### src/rtl/fb_arbiter_if.sv
`default_nettype none
// ============================================================================
// Module      : fb_arbiter_if
// Description : Scanout, PPU-write, clear and RAM signals of the framebuffer
//               arbiter. The arbiter takes the slave modport, its environment
//               the master.
// Revision    : 1.0 - initial release
// ============================================================================
interface fb_arbiter_if #(
    parameter int DW = 8,
    parameter int AW = 15
);
    logic [11:0]   rd_x;
    logic [11:0]   rd_y;
    logic [DW-1:0] rd_data;
    logic          wr_valid;
    logic          wr_ready;
    logic [7:0]    wr_x;
    logic [7:0]    wr_y;
    logic [DW-1:0] wr_data;
    logic [AW-1:0] mem_addr;
    logic          mem_we;
    logic [DW-1:0] mem_wdata;
    logic [DW-1:0] mem_rdata;
    logic          clear_req;
    logic          clear_busy;

    modport master (
        output rd_x, rd_y, wr_valid, wr_x, wr_y, wr_data, mem_rdata, clear_req,
        input  rd_data, wr_ready, mem_addr, mem_we, mem_wdata, clear_busy
    );

    modport slave (
        input  rd_x, rd_y, wr_valid, wr_x, wr_y, wr_data, mem_rdata, clear_req,
        output rd_data, wr_ready, mem_addr, mem_we, mem_wdata, clear_busy
    );
endinterface
`default_nettype wire

### src/rtl/fb_arbiter.sv
`default_nettype none
// ============================================================================
// Module      : fb_arbiter
// Description : Single-port framebuffer arbiter. Scanout reads win; PPU writes
//               are queued and drained in free slots. Optional clear
//               sequencer enabled by the FB_CLEAR_EN macro.
// Revision    : 1.0 - initial release
// ============================================================================
module fb_arbiter #(
    parameter int WIDTH       = 160,
    parameter int HEIGHT      = 144,
    parameter int DW          = 8,
    parameter int AW          = $clog2(WIDTH*HEIGHT),
    parameter int FIFO_DEPTH  = 4,
    parameter int CLEAR_VALUE = 0
) (
    input  wire logic   clock25mhz,
    input  wire logic   resetn,
    fb_arbiter_if.slave bus
);
    localparam int            c_PW       = $clog2(FIFO_DEPTH);
    localparam int            c_CW       = c_PW + 1;
    localparam logic [AW-1:0] c_PIX_LAST = AW'(WIDTH*HEIGHT - 1);
    localparam logic [DW-1:0] c_CLEAR    = DW'(CLEAR_VALUE);

    logic          w_rd_in_range;
    logic          w_rd_slot;
    logic          w_free;
    logic [AW-1:0] w_ra;
    logic          r_last_valid;
    logic [AW-1:0] r_last_addr;
    logic          r_rd_p1;
    logic          r_rd_p2;
    logic [DW-1:0] r_rd_data;

    logic [AW-1:0] r_mem_addr;
    logic          r_mem_we;
    logic [DW-1:0] r_mem_wdata;

    logic [7:0]    r_fx [FIFO_DEPTH];
    logic [7:0]    r_fy [FIFO_DEPTH];
    logic [DW-1:0] r_fd [FIFO_DEPTH];
    logic [c_PW-1:0] r_wptr;
    logic [c_PW-1:0] r_rptr;
    logic [c_CW-1:0] r_count;
    logic          w_full;
    logic          w_empty;
    logic          w_push;
    logic          w_pop;
    logic [7:0]    w_hx;
    logic [7:0]    w_hy;
    logic [DW-1:0] w_hd;
    logic          w_h_in_range;
    logic [AW-1:0] w_wa;

    logic          w_clearing;
    logic          w_clr_write;
    logic [AW-1:0] w_clr_addr;

    assign w_rd_in_range = (bus.rd_x < 12'(WIDTH)) && (bus.rd_y < 12'(HEIGHT));
    assign w_ra          = AW'(bus.rd_y) * AW'(WIDTH) + AW'(bus.rd_x);
    assign w_rd_slot     = w_rd_in_range && (!r_last_valid || (w_ra != r_last_addr));
    assign w_free        = !w_rd_slot;

    assign w_full   = (r_count == c_CW'(FIFO_DEPTH));
    assign w_empty  = (r_count == '0);
    assign w_push   = bus.wr_valid && !w_full;
    assign w_pop    = w_free && !w_clearing && !w_empty;
    assign w_hx     = r_fx[r_rptr];
    assign w_hy     = r_fy[r_rptr];
    assign w_hd     = r_fd[r_rptr];
    // Off-screen PPU writes still pop so the queue never stalls on them.
    assign w_h_in_range = ({4'd0, w_hx} < 12'(WIDTH)) && ({4'd0, w_hy} < 12'(HEIGHT));
    assign w_wa     = AW'(w_hy) * AW'(WIDTH) + AW'(w_hx);

`ifdef FB_CLEAR_EN
    localparam logic [0:0] c_IDLE  = 1'b0;
    localparam logic [0:0] c_CLEAR = 1'b1;

    logic [0:0]    r_state;
    logic [AW-1:0] r_clr_cnt;
    logic          r_clear_busy;

    assign w_clearing  = (r_state == c_CLEAR);
    assign w_clr_write = w_clearing && w_free;
    assign w_clr_addr  = r_clr_cnt;

    always_ff @(posedge clock25mhz or negedge resetn) begin
        if (!resetn) begin
            r_state      <= c_IDLE;
            r_clr_cnt    <= '0;
            r_clear_busy <= 1'b0;
        end else begin
            case (r_state)
                c_IDLE: begin
                    if (bus.clear_req) begin
                        r_state      <= c_CLEAR;
                        r_clr_cnt    <= '0;
                        r_clear_busy <= 1'b1;
                    end
                end
                c_CLEAR: begin
                    if (w_free) begin
                        if (r_clr_cnt == c_PIX_LAST) begin
                            r_state      <= c_IDLE;
                            r_clear_busy <= 1'b0;
                        end else begin
                            r_clr_cnt <= r_clr_cnt + 1'b1;
                        end
                    end
                end
                default: r_state <= c_IDLE;
            endcase
        end
    end

    assign bus.clear_busy = r_clear_busy;
`else
    logic unused_clear_req;

    assign unused_clear_req = bus.clear_req;
    assign w_clearing       = 1'b0;
    assign w_clr_write      = 1'b0;
    assign w_clr_addr       = '0;
    assign bus.clear_busy   = 1'b0;
`endif

    always_ff @(posedge clock25mhz) begin
        if (w_push) begin
            r_fx[r_wptr] <= bus.wr_x;
            r_fy[r_wptr] <= bus.wr_y;
            r_fd[r_wptr] <= bus.wr_data;
        end
    end

    always_ff @(posedge clock25mhz or negedge resetn) begin
        if (!resetn) begin
            r_wptr  <= '0;
            r_rptr  <= '0;
            r_count <= '0;
        end else begin
            if (w_push) r_wptr <= r_wptr + 1'b1;
            if (w_pop)  r_rptr <= r_rptr + 1'b1;
            case ({w_push, w_pop})
                2'b10:   r_count <= r_count + 1'b1;
                2'b01:   r_count <= r_count - 1'b1;
                default: r_count <= r_count;
            endcase
        end
    end

    // Address pipeline: read beats clear, clear beats queued writes.
    always_ff @(posedge clock25mhz or negedge resetn) begin
        if (!resetn) begin
            r_mem_addr   <= '0;
            r_mem_we     <= 1'b0;
            r_mem_wdata  <= '0;
            r_last_valid <= 1'b0;
            r_last_addr  <= '0;
            r_rd_p1      <= 1'b0;
            r_rd_p2      <= 1'b0;
            r_rd_data    <= '0;
        end else begin
            r_mem_we <= 1'b0;
            if (w_rd_slot) begin
                r_mem_addr   <= w_ra;
                r_last_valid <= 1'b1;
                r_last_addr  <= w_ra;
            end else if (w_clr_write) begin
                r_mem_addr  <= w_clr_addr;
                r_mem_wdata <= c_CLEAR;
                r_mem_we    <= 1'b1;
            end else if (w_pop && w_h_in_range) begin
                r_mem_addr  <= w_wa;
                r_mem_wdata <= w_hd;
                r_mem_we    <= 1'b1;
            end
            r_rd_p1 <= w_rd_slot;
            r_rd_p2 <= r_rd_p1;
            if (r_rd_p2) r_rd_data <= bus.mem_rdata;
        end
    end

    assign bus.wr_ready  = !w_full;
    assign bus.mem_addr  = r_mem_addr;
    assign bus.mem_we    = r_mem_we;
    assign bus.mem_wdata = r_mem_wdata;
    assign bus.rd_data   = r_rd_data;
endmodule
`default_nettype wire
### src/flat_wrapper.sv
// flat-port wrapper written by rule: the top's interface ports become plain ports
module fb_arbiter_flat 
#(
    parameter int WIDTH       = 160,
    parameter int HEIGHT      = 144,
    parameter int DW          = 8,
    parameter int AW          = $clog2(WIDTH*HEIGHT),
    parameter int FIFO_DEPTH  = 4,
    parameter int CLEAR_VALUE = 0
)
  (clock25mhz, resetn, bus_rd_x, bus_rd_y, bus_wr_valid, bus_wr_x, bus_wr_y, bus_wr_data, bus_mem_rdata, bus_clear_req, bus_rd_data, bus_wr_ready, bus_mem_addr, bus_mem_we, bus_mem_wdata, bus_clear_busy);
  fb_arbiter_if #(.DW(DW), .AW(AW)) bus_i ();
  input  wire logic clock25mhz;
  input  wire logic resetn;
  input wire logic [$bits(bus_i.rd_x)-1:0] bus_rd_x;
  input wire logic [$bits(bus_i.rd_y)-1:0] bus_rd_y;
  input wire logic [$bits(bus_i.wr_valid)-1:0] bus_wr_valid;
  input wire logic [$bits(bus_i.wr_x)-1:0] bus_wr_x;
  input wire logic [$bits(bus_i.wr_y)-1:0] bus_wr_y;
  input wire logic [$bits(bus_i.wr_data)-1:0] bus_wr_data;
  input wire logic [$bits(bus_i.mem_rdata)-1:0] bus_mem_rdata;
  input wire logic [$bits(bus_i.clear_req)-1:0] bus_clear_req;
  output wire logic [$bits(bus_i.rd_data)-1:0] bus_rd_data;
  output wire logic [$bits(bus_i.wr_ready)-1:0] bus_wr_ready;
  output wire logic [$bits(bus_i.mem_addr)-1:0] bus_mem_addr;
  output wire logic [$bits(bus_i.mem_we)-1:0] bus_mem_we;
  output wire logic [$bits(bus_i.mem_wdata)-1:0] bus_mem_wdata;
  output wire logic [$bits(bus_i.clear_busy)-1:0] bus_clear_busy;
  assign bus_i.rd_x = bus_rd_x;
  assign bus_i.rd_y = bus_rd_y;
  assign bus_i.wr_valid = bus_wr_valid;
  assign bus_i.wr_x = bus_wr_x;
  assign bus_i.wr_y = bus_wr_y;
  assign bus_i.wr_data = bus_wr_data;
  assign bus_i.mem_rdata = bus_mem_rdata;
  assign bus_i.clear_req = bus_clear_req;
  assign bus_rd_data = bus_i.rd_data;
  assign bus_wr_ready = bus_i.wr_ready;
  assign bus_mem_addr = bus_i.mem_addr;
  assign bus_mem_we = bus_i.mem_we;
  assign bus_mem_wdata = bus_i.mem_wdata;
  assign bus_clear_busy = bus_i.clear_busy;
  fb_arbiter #(.WIDTH(WIDTH), .HEIGHT(HEIGHT), .DW(DW), .AW(AW), .FIFO_DEPTH(FIFO_DEPTH), .CLEAR_VALUE(CLEAR_VALUE)) u_core (.clock25mhz(clock25mhz), .resetn(resetn), .bus(bus_i));
endmodule
### config.mk
export PLATFORM = sky130hd
export DESIGN_NAME = fb_arbiter_flat
export DESIGN_NICKNAME = d
export VERILOG_FILES = /design/src/rtl/fb_arbiter_if.sv /design/src/rtl/fb_arbiter.sv /design/src/flat_wrapper.sv
export SDC_FILE = /design/constraint.sdc
export NUM_CORES = 1
export LEC_CHECK = 0
export BUFFER_PORTS_ARGS = -buffer_cell sky130_fd_sc_hd__buf_2
export CAP_MARGIN = 20
export CORE_MARGIN = 4
export CORE_UTILIZATION = 25
export CTS_CLUSTER_DIAMETER = 100
export DETAILED_ROUTE_END_ITERATION = 10
export GPL_TIMING_DRIVEN = 0
export PLACE_DENSITY = 0.52
export SYNTH_ARGS = -nofsm -noshare
export SYNTH_HDL_FRONTEND = slang
export SYNTH_SLANG_ARGS = --single-unit
### constraint.sdc
create_clock -name clock25mhz -period 11.3 [get_ports clock25mhz]
set_clock_uncertainty 0.15 [all_clocks]
set_input_delay 0 -clock clock25mhz [delete_from_list [all_inputs] [get_ports clock25mhz]]
set_output_delay 0 -clock clock25mhz [all_outputs]
set_load 0.01 [all_outputs]
======== Word level (Yosys, flattened, before mapping) ========
Memories as Yosys holds them, arrays and structs flattened. A register that Yosys moved wholly into a read port is not among the register bits.
Index checks and enable logic that the tools add are counted.
Widths: inputs -> output; s select.
word-level totals
  memories kept ........................... 3
  bits of input ports ..................... 60
  word-level logic and storage cells ...... 53
  memory bits (writable) .................. 96
  flip-flop bits (word level) ............. 49
  output and inout port bits .............. 34
memories
  name         words  width  read ports  clocked after Yosys merged registers in  wr ports  RTL line          text
  u_core.r_fd  4      8      1           1                                        1         fb_arbiter.sv:42  logic [DW-1:0] r_fd [FIFO_DEPTH];
  u_core.r_fx  4      8      1           0                                        1         fb_arbiter.sv:40  logic [7:0] r_fx [FIFO_DEPTH];
  u_core.r_fy  4      8      1           0                                        1         fb_arbiter.sv:41  logic [7:0] r_fy [FIFO_DEPTH];
operators by class
  equal/unequal tests ..................... 4
  multiply operators ...................... 2
  multiplexer cells ....................... 7
  magnitude comparators ................... 4
  reduce and logical (&&, ||, !) cells .... 16
  $add $sub $neg .......................... 6
  bitwise operators ....................... 1
operators with widths
  kind                   count
  $mux 15                2
  $lt 12x8->1 const B    2
  $lt 8x8->1 const B     2
  $add 15x12->15         1
  $add 15x8->15          1
  $ne 15x15->1           1
  $mul 12x3->10 const B  1
  $mul 8x3->10 const B   1
  $logic_and 1x1->1      6
  $pmux 3 s2             1
  $logic_not 1->1        5
  $add 2x1->2 const B    2
  $mux 1                 4
  $reduce_bool 2->1      2
  $add 3x1->3 const B    1
  $eq 3x3->1 const B     1
  $logic_not 3->1        1
  $sub 3x1->3 const B    1
  $eq 2x1->1 const B     1
  $eq 2x2->1 const B     1
  $reduce_and 2->1       1
  $logic_or 1x1->1       1
  $not 1->1              1

======== Longest topological paths before layout ========
Gate-level depths: netlist of run 1.
  depth in word-level cells ............... 10
  depth in mapped cells ................... 20
  depth with buffers taken out ............ 19

======== Worst setup path before layout of run 1 ========
OpenSTA, ideal clock, no wires.
  path kind ............................... input to register
  from .................................... input port bus_rd_y[1]
  to ...................................... register u_core.r_count[2]
  library setup time ...................... 79 ps
  slack ................................... 7,059 ps
  arrival time ............................ 4,012 ps
  path buffers ............................ 1
  stages on the path ...................... 20
  path through ............................ ha_1 -> ha_1 -> inv_1 -> fa_1 -> xnor2_1 -> ha_1 -> buf_2 -> or4b_1 -> o21ba_2 -> or4_1 -> a211oi_1 -> and4_1 -> o221ai_2 -> a21boi_1 -> ha_1 -> inv_1 -> fa_1 -> xor2_1 -> nor2_1 -> xor2_1
between the ends
  cells in the longest elaborated chain, start to end .. 9
  elaborated cells between the ends (all ways) .. 13
  classes of those cells .................. 1 x add/sub; 1 x mul; 1 x order compare; 3 x eq/ne; 1 x mux; 6 x reduce/logical
ends and longest elaborated chain
  element                                                 RTL line            text
  start: declaration                                      flat_wrapper.sv:16  input wire logic [$bits(bus_i.rd_y)-1:0] bus_rd_y;
  $mul 12x3->10                                           fb_arbiter.sv:61    assign w_ra = AW'(bus.rd_y) * AW'(WIDTH) + AW'(bus.rd_x);
  $add 15x12->15                                          fb_arbiter.sv:61
  $ne 15x15->1                                            fb_arbiter.sv:62    assign w_rd_slot = w_rd_in_range && (!r_last_valid || (w_ra != r_last_addr));
  $logic_or 1x1->1                                        fb_arbiter.sv:62
  $logic_and 1x1->1 (*)                                   fb_arbiter.sv:62
  $logic_not 1->1 (*)                                     fb_arbiter.sv:63    assign w_free = !w_rd_slot;
  $logic_and 1x1->1 (*)                                   fb_arbiter.sv:68    assign w_pop = w_free && !w_clearing && !w_empty;
  named net u_core.w_pop                                  fb_arbiter.sv:49    logic w_pop;
  $eq 2x1->1 / $eq 2x2->1 (equally long branches)         fb_arbiter.sv:144   case ({w_push, w_pop})
  $pmux 3 s2 / $reduce_bool 2->1 (equally long branches)  -
  end signal: assignment                                  fb_arbiter.sv:145   2'b10: r_count <= r_count + 1'b1;
  end signal: assignment                                  fb_arbiter.sv:146   2'b01: r_count <= r_count - 1'b1;
  end signal: assignment                                  fb_arbiter.sv:147   default: r_count <= r_count;
  end: declaration                                        fb_arbiter.sv:45    logic [c_CW-1:0] r_count;
Mark *: on every way through the listed nets, which the timed path passes. The rest lies on a longest branch.
A chain may end at the register's enable or synchronous reset.

======== Worst setup path in the final report of run 1 ========
  from .................................... register u_core.r_rptr[0]
  to ...................................... register u_core.r_mem_addr[11] (netlist: u_core.bus.mem_addr[11])
between the ends
  cells in the longest elaborated chain, start to end .. 5
  elaborated cells between the ends (all ways) .. 11
  classes of those cells .................. 1 x add/sub; 1 x mul; 2 x order compare; 2 x mux; 3 x reduce/logical; 2 x memory
ends and longest elaborated chain
  element                                                    RTL line                            text
  start: declaration                                         fb_arbiter.sv:44                    logic [c_PW-1:0] r_rptr;
  start signal: assignment                                   fb_arbiter.sv:143                   if (w_pop) r_rptr <= r_rptr + 1'b1;
  $mem_v2 4x8, on equally long branches                      -
  $mul 8x3->10 / $lt 8x8->1 (equally long branches)          fb_arbiter.sv:74, fb_arbiter.sv:73
  $add 15x8->15 / $logic_and 1x1->1 (equally long branches)  fb_arbiter.sv:74, fb_arbiter.sv:73
  $mux 15 / $logic_and 1x1->1 (equally long branches)        fb_arbiter.sv:173                   end else if (w_pop && w_h_in_range) begin
  $mux 15 / $reduce_bool 2->1 (equally long branches)        -
  end signal: assignment                                     fb_arbiter.sv:166                   r_mem_addr <= w_ra;
  end signal: assignment                                     fb_arbiter.sv:170                   r_mem_addr <= w_clr_addr;
  end signal: assignment                                     fb_arbiter.sv:174                   r_mem_addr <= w_wa;
  end: declaration                                           fb_arbiter.sv:36                    logic [AW-1:0] r_mem_addr;
Several ways; a longest one is shown, not always the timed one. The select of a mux whose other input is x is not followed.

==> flow_metrics.tcl, run 1 <==
set metrics [dict create \
    grt_pass1_vias 4931 \
    r2r_slack_ps 6630 \
    route.vias.total 4712 \
    cts_sinks 153 \
    wl_per_cell_um 15.36 \
    max-cap-violations 0 \
    dp.final_hpwl_mm 12.08 \
    max_freq_mhz 214.0 \
    yosysTopAreaCell "edfxtp_1" \
    clk_pin_slew_ps 60 \
    crit_path_max_fanout 10 \
    hold_depth 4 \
    track_usage_pct 10.39 \
    power.switching_uw 888.5 \
    status "finished clean" \
    clockBufferDepth 2 \
    utilization_pct 32.73 \
    cp_num_cells 13 \
    seq_power_share_pct 31.9 \
    cts_inserted_buffers 17 \
    clkPwrFrac_pct 21.9 \
    clockRootBuffer "clkbuf_16" \
    switching_share_pct 36.01 \
    cts_setup_buffers 0 \
    drive_gt1_share_pct 27.09 \
    layout_commonest_cell "buf_2" \
    hold_buffers 46 \
    htree_num_levels 4 \
    antenna_found_initial 0 \
    crit_type "flop to flop" \
    end_kind "flop" \
    ios 94 \
    cts_resized 0 \
    fin_nets 786 \
    ys_seq_elements 153 \
    yosysTopAreaCellShare_pct 38.71 \
    holdWs_ps 28.83 \
    cp.arrival_ps 4830 \
    gp_congestion 0.7828 \
    finalCritPeriodShare_pct 41.36 \
    irDropWorstVdd_uv 177.6 \
    relSlewSlack_pct 39.57 \
    synth_edf_count 96 \
    power.density_mw_per_mm2 259.8 \
    worstHoldPathType "primary input to flop" \
    diodes 0 \
    netlist_area_mm2 0.007447 \
    synth_area_leaders "edfxtp_1, dfrtp_1, mux4_2" \
    p_leak_nw 3.874 \
    final_cell_mix "buf_2, edfxtp_1, dfrtp_1" \
    start_util_pct 25.67 \
    overflow 0 \
    vias_per_cell 4.371 \
    yosysWarnings 0 \
    cts_tree "yes" \
    syn_area_per_cell_um2 14.29 \
    tns_ps 0 \
    grt_max_degree 34 \
    p_int_mw 1.579 \
    path_buf_inv 4 \
    row_count 62 \
    die_area_mm2 0.03261 \
    start_kind "flop" \
    yosys_most_used_dff "edfxtp_1" \
    drtPass1Iterations 4 \
    rsz0062_at_grt "no" \
    synth.distinct_cells 56 \
    fill_cells 2957 \
    clkLatencyLatePin_ps 420 \
    dieWidth_um 180.6 \
    fp.coreArea_mm2 0.02901 \
    async_flop_share_pct 37.25 \
    drt_iter0_drc 233 \
    critPathMaxStageDelay_ps 730 \
    min_period_ps 4674 \
    p_total_mw 2.467 \
    numPortBuffers 91 \
    area_delta_synth_final_pct 27.52 \
    finalSetupViolCount 0 \
    grt_first_pass_wirelength_mm 26.93 \
    hold_viol 0 \
    required_ps 11450 \
    syn_inst 521 \
    cp_cell_sequence "buf_2 -> buf_2 -> buf_1 -> mux4_2 -> ha_1 -> ha_1 -> inv_1 -> fa_1 -> nand2b_1 -> nor3_1 -> xnor2_1 -> o21ai_0 -> mux2_2" \
    slowest_stage "buf_1" \
    combPwrFrac_pct 46.2 \
    drv_slew 0 \
    ant_nets 0 \
    dieHeight_um 180.6 \
    seq_area_frac_synth_pct 57.86 \
    r2r_cells 13 \
    worst_pin_slew_ps 906.4 \
    synth_fp_nets 626 \
    routed_wl_mm 16.55 \
    critPathTopFamily "buffers and inverters" \
    drc 0 \
]
-- area by class of cell --
cell class | instances | area (µm²) | area share (%)
sequential | 153 | 4309 | 45.38
multi-input combinational | 328 | 2977 | 31.34
timing repair buffer | 141 | 1006 | 10.59
tap | 384 | 480.5 | 5.059
clock buffer | 19 | 442.9 | 4.664
clock inverter | 13 | 118.9 | 1.252
inverter | 24 | 90.09 | 0.9486
buffer | 16 | 72.57 | 0.7642
-- per-stage QoR --
step | cell area (µm²) | instances | setup slack, ps
3_5_place_dp | 8474 | 1000 | 6444
4_1_cts | 9497 | 1078 | 6500
2_1_floorplan | 7447 | 521 | 7059
3_3_place_gp | 8383 | 996 | 6453
6_report | 9497 | 1078 | 6626
5_1_grt | 9497 | 1078 | 6259
-- power by group through the flow --
stage | logic, mW | registers (mW) | clock network (mW)
2_1_floorplan | 0.826 | 0.812 | 0
3_3_place_gp | 1.12 | 0.797 | 0
3_5_place_dp | 1.15 | 0.797 | 0
4_1_cts | 1.17 | 0.787 | 0.555
5_1_grt | 1.29 | 0.799 | 0.584
6_report | 1.14 | 0.786 | 0.540
-- tightest hold or removal path, stage by stage --
cell and delay (ps):
buf_2 110, fa_1 260, nand3_1 120, nand2_1 80
-- flip-flops by register name (all words and copies together), names as in the netlist, 3 cells and up --
signal                cells
u_core.r_fd              32
u_core.r_count            3
u_core.bus.mem_wdata      8
u_core.r_fx              32
u_core.bus.mem_addr      15
u_core.r_fy              32
u_core.bus.rd_data        8
u_core.r_last_addr       15
-- path summary, 6_finish.rpt --
kind | startpoint | to
hold / removal | bus_rd_x[6] | u_core.r_last_addr[6]
min in group asynchronous | resetn | u_core.r_wptr[0]
hold reg to reg | u_core.r_rd_p1 | u_core.r_rd_p2
setup reg to reg | u_core.r_rptr[0] | u_core.bus.mem_addr[11]
setup / recovery | u_core.r_rptr[0] | u_core.bus.mem_addr[11]
max in group asynchronous | resetn | u_core.bus.mem_wdata[1]
-- Yosys cell counts, drive strengths merged, types with 3 or more instances --
| master | number |
|---|---|
| nand2 | 15 |
| a21oi | 18 |
| fa | 5 |
| o21ai | 33 |
| a211o | 3 |
| o21a | 7 |
| mux2 | 22 |
| buf | 10 |
| and3 | 5 |
| o31ai | 3 |
| nor2b | 6 |
| xor2 | 16 |
| xnor2 | 25 |
| clkbuf | 6 |
| nand2b | 3 |
| nor3 | 6 |
| dfrtp | 57 |
| ha | 40 |
| nand4 | 4 |
| nor4 | 3 |
| mux4 | 24 |
| nand3 | 12 |
| a21o | 3 |
| mux2i | 12 |
| a211oi | 6 |
| o21bai | 3 |
| nor2 | 26 |
| inv | 24 |
| edfxtp | 96 |
-- layer usage --
layer  vias up  part of all wire, %  GRT usage (%)
li1       2283                    -              -
met1      2324                   48          14.31
met2        94                   46          16.36
met3        11                  5.0          3.008
met4         0                 0.68          2.269
met5         -                    0              0
-- cells by family (layout without fill, tap and decap cells) --
group / Yosys count / after routing / share of synthesized area [%]
multiplexers: 58 / 58 / 12.20
flip-flops: 153 / 153 / 57.86
adder cells (fa/ha/maj): 45 / 45 / 8.065
AO/OA/AOI/OAI: 90 / 90 / 7.812
other: 1 / 1 / 0.05035
AND/OR/NAND/NOR: 91 / 91 / 6.301
XOR/XNOR: 43 / 43 / 5.528
buffers and inverters: 40 / 213 / 2.184
(Power assumes the default switching activity.)
==> run 2: changes to the inputs <==
--- a/config.mk
+++ b/config.mk
@@ -12,7 +12,7 @@
 export CTS_CLUSTER_DIAMETER = 100
 export DETAILED_ROUTE_END_ITERATION = 10
 export GPL_TIMING_DRIVEN = 0
-export PLACE_DENSITY = 0.52
+export PLACE_DENSITY = 0.53
 export SYNTH_ARGS = -nofsm -noshare
 export SYNTH_HDL_FRONTEND = slang
 export SYNTH_SLANG_ARGS = --single-unit
==> constraint.sdc (replaced) <==
create_clock -name clock25mhz -period 4.1 [get_ports clock25mhz]
set_clock_uncertainty 0.15 [all_clocks]
set_input_delay 0 -clock clock25mhz [delete_from_list [all_inputs] [get_ports clock25mhz]]
set_output_delay 0 -clock clock25mhz [all_outputs]
set_load 0.01 [all_outputs]
==> run 2 against run 1 <==
  * Non-clock buffer count increased by 4
  * Global-route usage about the same
  * Combinational power increased to 2.8 times the previous value
  * Sequential power increased to 2.7 times the previous value
  * Sequential cell count unchanged
  * Worst setup slack got worse by 6500 ps
  * Sequential share of layout area decreased by 0.83 points
  * Die area unchanged
  * Core utilization increased by 0.61 points
  * Critical path type is now primary input to flop
==> flow_metrics.tcl, run 2 (same netlist as run 1, synthesis figures left out) <==
set metrics [dict create \
    antenna_found_initial 0 \
    ant_nets 0 \
    finalSetupViolCount 0 \
    grtUsageMet1_pct 13.77 \
    relSlewSlack_pct 42.68 \
    cts_tree "yes" \
    layoutNonFillerInstCount 1082 \
    min_period_ps 3971 \
    reg2reg_to "u_core.bus.mem_addr[11]" \
    post_dp_cell_area_mm2 0.008533 \
    finalCritPeriodShare_pct 96.84 \
    gp_congestion 0.7857 \
    diodes 0 \
    die_area_mm2 0.03261 \
    ios 94 \
    htree_num_levels 4 \
    grt-busiest-layer "met2" \
    cp.arrival_ps 4170 \
    route.vias.total 4696 \
    required_ps 4300 \
    drv_slew 0 \
    routed_wl_mm 16.54 \
    max_freq_mhz 251.9 \
    r2r_start "u_core.r_rptr[0]" \
    worst_pin_slew_ps 859.8 \
    p_total_mw 6.954 \
    holdWs_ps 62.40 \
    area_delta_synth_final_pct 29.91 \
    crit_type "primary input to flop" \
    fill_cells 2918 \
    fin_nets 790 \
    row_count 62 \
    max-cap-violations 0 \
    crit_path_max_fanout 6 \
    clkLatencyLatePin_ps 420 \
    drt_iter0_drc 230 \
    clk_pin_slew_ps 70 \
    fp.coreArea_mm2 0.02901 \
    status "finished clean" \
    clockRootBuffer "clkbuf_16" \
    p_leak_nw 3.953 \
    grt_pass1_vias 4975 \
    gr-usage-met3_pct 2.806 \
    placedCellCount 1001 \
    cts_inserted_buffers 17 \
    wl_per_cell_um 15.29 \
    worstHoldPathType "primary input to async pin" \
    dieHeight_um 180.6 \
    grt_first_pass_wirelength_mm 27.02 \
    power.density_mw_per_mm2 718.8 \
    hold_viol 0 \
    fin_area_mm2 0.009674 \
    rsz0062_at_grt "yes" \
    grt_max_degree 34 \
    vias_per_cell 4.340 \
    overflow 0 \
    clockBufferDepth 2 \
    tns_ps 0 \
    start_kind "primary input" \
    r2r_slack_ps 320 \
    drtPass1Iterations 5 \
    drc 0 \
    irDropWorstVdd_uv 396.4 \
    numPortBuffers 91 \
    start_util_pct 25.67 \
    drive_gt1_share_pct 30.23 \
    end_kind "flop" \
    final_cell_mix "edfxtp_1, buf_2, dfrtp_1" \
    reg_top3 "u_core.r_fd (32), u_core.r_fx (32), u_core.r_fy (32)" \
    r2r_cells 12 \
    cts_sinks 153 \
    dieWidth_um 180.6 \
    use_met2_pct 16.95 \
    layout_commonest_cell "edfxtp_1" \
    track_usage_pct 10.34 \
    dp.final_hpwl_mm 12.23 \
]
-- run 2: cell types whose count changed in the layout (fill, tap and decap cells not counted), sizes merged --
| cell | change |
|---|---|
| inv | +2 |
| clkinv | +2 |
| buf | +6 |
| clkbuf | -1 |
| dlygate4sd3 | -2 |
| clkinvlp | -3 |
-- run 2: report_power, final --
part           internal (mW)  switching (mW)
Combinational           1.51            1.72
Sequential              2.04           0.118
Clock                  0.881           0.679
Total                   4.44            2.52
-- run 2: how the worst max path moves through the flow --
| stage | cells past startpoint | slack (ps) | startpoint | end |
|---|---|---|---|---|
| floorplan | 20 | 10 | bus_rd_y[1] | u_core.r_count[2] |
| global placement | 21 | -510 | bus_rd_y[1] | u_core.r_count[2] |
| detailed placement | 21 | -530 | bus_rd_y[1] | u_core.r_count[2] |
| CTS | 21 | 20 | bus_rd_y[1] | u_core.r_count[2] |
| global route | 20 | -20 | bus_rd_y[3] | u_core.r_count[2] |
| finish | 21 | 130 | bus_rd_y[1] | u_core.r_count[2] |
-- run 2: timing repair --
item / in CTS / in global routing
hold endpoints to repair: 151 / 0
buffers inserted: 3 / 4
hold buffers: 44 / 0
setup endpoints to repair: 6 / 6
gates cloned: 0 / 0
resized for setup: 5 / 13
pin swaps: 5 / 11
-- run 2: through the flow --
step | utilization [%] | worst slack, ps
6_report | 33.34 | 129.4
5_1_grt | 33.34 | -23.37
4_1_cts | 33.10 | 17.45
3_5_place_dp | 29.41 | -533.0
3_3_place_gp | 29.01 | -508.2
2_1_floorplan | - | 11.19
-- run 2: layout make-up --
type	instances	area (µm²)	share of cell area, %
clock inverters	14	153.9	1.591
repair buffers	147	1069	11.04
multi-input cells	328	3050	31.53
clock buffers	18	439.2	4.540
well taps	384	480.5	4.966
flip-flops and latches	153	4309	44.54
inverters	24	90.09	0.9312
plain buffers	14	82.58	0.8536
-- run 2: worst max-delay path: stages --
cell and delay (ps):
buf_4 140, ha_4 270, ha_4 120, inv_1 40
fa_2 370, xnor2_2 150, ha_1 300, buf_6 130
or4b_4 200, o21ba_2 140, or4_4 490, a211oi_2 200
and4_4 250, o221ai_4 140, a21boi_2 210, ha_2 210
inv_2 40, fa_2 340, xor2_1 140, nor2_1 130
xor2_1 140
-- run 2: per-layer routing --
layer / vias up / share of wire, %
li1: 2300 / -
met3: 16 / 4.4
met1: 2288 / 47
met5: - / 0
met2: 92 / 48
met4: 0 / 0.94
==> run 3: changes to the inputs <==
--- a/config.mk
+++ b/config.mk
@@ -12,6 +12,7 @@
 export CTS_CLUSTER_DIAMETER = 100
 export DETAILED_ROUTE_END_ITERATION = 10
 export GPL_TIMING_DRIVEN = 0
+export MAX_ROUTING_LAYER = met4
 export PLACE_DENSITY = 0.53
 export SYNTH_ARGS = -nofsm -noshare
 export SYNTH_HDL_FRONTEND = slang
==> run 3 against run 2 <==
  * Cell area unchanged
  * Cell count stayed put
  * Sequential power is essentially flat
  * Register-to-register slack barely moved
  * Critical path type unchanged
  * Largest cell class unchanged
  * Largest power group unchanged
==> flow_metrics.tcl, run 3 (same netlist as run 1, synthesis figures left out) <==
set metrics [dict create \
    dp.final_hpwl_mm 12.23 \
    irDropWorstVdd_uv 398.0 \
    numPortBuffers 91 \
    max_freq_mhz 252.2 \
    htree_num_levels 4 \
    fin_nets 790 \
    crit_start "bus_rd_y[1]" \
    clk_pin_slew_ps 70 \
    track_usage_pct 10.66 \
    r2r_slack_ps 310 \
    r2r_cells 12 \
    antenna_found_initial 0 \
    r2r_start "u_core.r_rptr[1]" \
    start_util_pct 25.67 \
    route.vias.total 4706 \
    end_kind "flop" \
    row_count 62 \
    area_delta_synth_final_pct 29.91 \
    rsz0062_at_grt "yes" \
    final_cell_mix "edfxtp_1, buf_2, dfrtp_1" \
    cts_inserted_buffers 17 \
    relSlewSlack_pct 42.90 \
    holdWs_ps 64.32 \
    clockRootBuffer "clkbuf_16" \
    finalCritPeriodShare_pct 96.72 \
    drv_slew 0 \
    required_ps 4300 \
    layout_commonest_cell "edfxtp_1" \
    overflow 0 \
    dieWidth_um 180.6 \
    layoutNonFillerInstCount 1082 \
    drive_gt1_share_pct 30.23 \
    crit_path_max_fanout 6 \
    worstHoldPathType "primary input to async pin" \
    fp.coreArea_mm2 0.02901 \
    cts_tree "yes" \
    worst_pin_slew_ps 856.5 \
    drt_iter0_drc 219 \
    grt_pass1_vias 4959 \
    placedCellCount 1001 \
    die_area_mm2 0.03261 \
    ant_nets 0 \
    hold_viol 0 \
    tns_ps 0 \
    wl_per_cell_um 15.32 \
    grt_max_degree 34 \
    reg_top3 "u_core.r_fd (32), u_core.r_fx (32), u_core.r_fy (32)" \
    status "finished clean" \
    power.density_mw_per_mm2 719.1 \
    drc 0 \
    cp.arrival_ps 4160 \
    crit_path_end "u_core.r_count[2]" \
    min_period_ps 3965 \
    max-cap-violations 0 \
    gp_congestion 0.7967 \
    finalSetupViolCount 0 \
    diodes 0 \
    vias_per_cell 4.349 \
    dieHeight_um 180.6 \
    p_leak_nw 3.953 \
    reg2reg_to "u_core.bus.mem_addr[11]" \
    grt_first_pass_wirelength_mm 27.05 \
    cts_sinks 153 \
    clockBufferDepth 2 \
    ios 94 \
    start_kind "primary input" \
    drtPass1Iterations 4 \
    crit_type "primary input to flop" \
    clkLatencyLatePin_ps 420 \
    routed_wl_mm 16.57 \
]
==> run 3: cell type report <==
type | instances | area [µm²]
clock inverter | 14 | 153.9
tap | 384 | 480.5
multi-input combinational | 328 | 3050
timing repair buffer | 147 | 1069
fill | 2918 | 19340
buffer | 14 | 82.58
clock buffer | 18 | 439.2
inverter | 24 | 90.09
sequential | 153 | 4309
==> run 3: where the power goes <==
group          switching [mW]  internal (mW)
sequential              0.119           2.04
combinational            1.72           1.51
clock                   0.682          0.881
total                    2.52           4.44
==> run 3: worst min-delay path by stage <==
| stage | start | to | slack (ps) | cells past startpoint |
|---|---|---|---|---|
| finish | resetn | u_core.bus.mem_wdata[3] | 60 | 2 |
| global route | bus_rd_x[6] | u_core.r_last_addr[6] | 80 | 4 |
| CTS | bus_rd_x[6] | u_core.r_last_addr[6] | 30 | 4 |
| detailed placement | resetn | u_core.bus.mem_wdata[3] | 6 | 1 |
| global placement | bus_wr_y[0] | u_core.r_fy[2][0] | 70 | 1 |
| floorplan | resetn | u_core.bus.mem_addr[0] | -450 | 0 |
==> run 3: metrics by stage <==
stage | area, µm² | setup slack [ps] | total power, mW | util [%]
floorplan | 7480 | 11.19 | 4.527 | -
detailed placement | 8533 | -533.0 | 5.414 | 29.41
global placement | 8416 | -508.2 | 5.313 | 29.01
global route | 9674 | -23.36 | 7.529 | 33.34
finish | 9674 | 134.6 | 6.957 | 33.34
CTS | 9603 | 17.45 | 7.062 | 33.10
==> run 3: critical path, cell delays in order <==
cell	delay (ps)
buf_4	140
ha_4	270
ha_4	120
inv_1	40
fa_2	370
xnor2_2	150
ha_1	300
buf_6	130
or4b_4	200
o21ba_2	150
or4_4	490
a211oi_2	200
and4_4	250
o221ai_4	140
a21boi_2	210
ha_2	210
inv_2	40
fa_2	340
xor2_1	140
nor2_1	130
xor2_1	140
==> run 3: layer usage <==
metal	track usage, %	vias up	share of wire, %
met5	-	-	0
met4	2.390	0	0.90
met3	2.725	14	4.3
met2	16.86	91	48
met1	13.93	2306	47
li1	-	2295	-
==> run 3: timing repair <==
action,CTS,global route
resized for setup,5,13
pin swaps,5,11
setup endpoints to repair,6,6
setup buffers,3,4
hold buffers,44,0
hold endpoints to repair,151,0
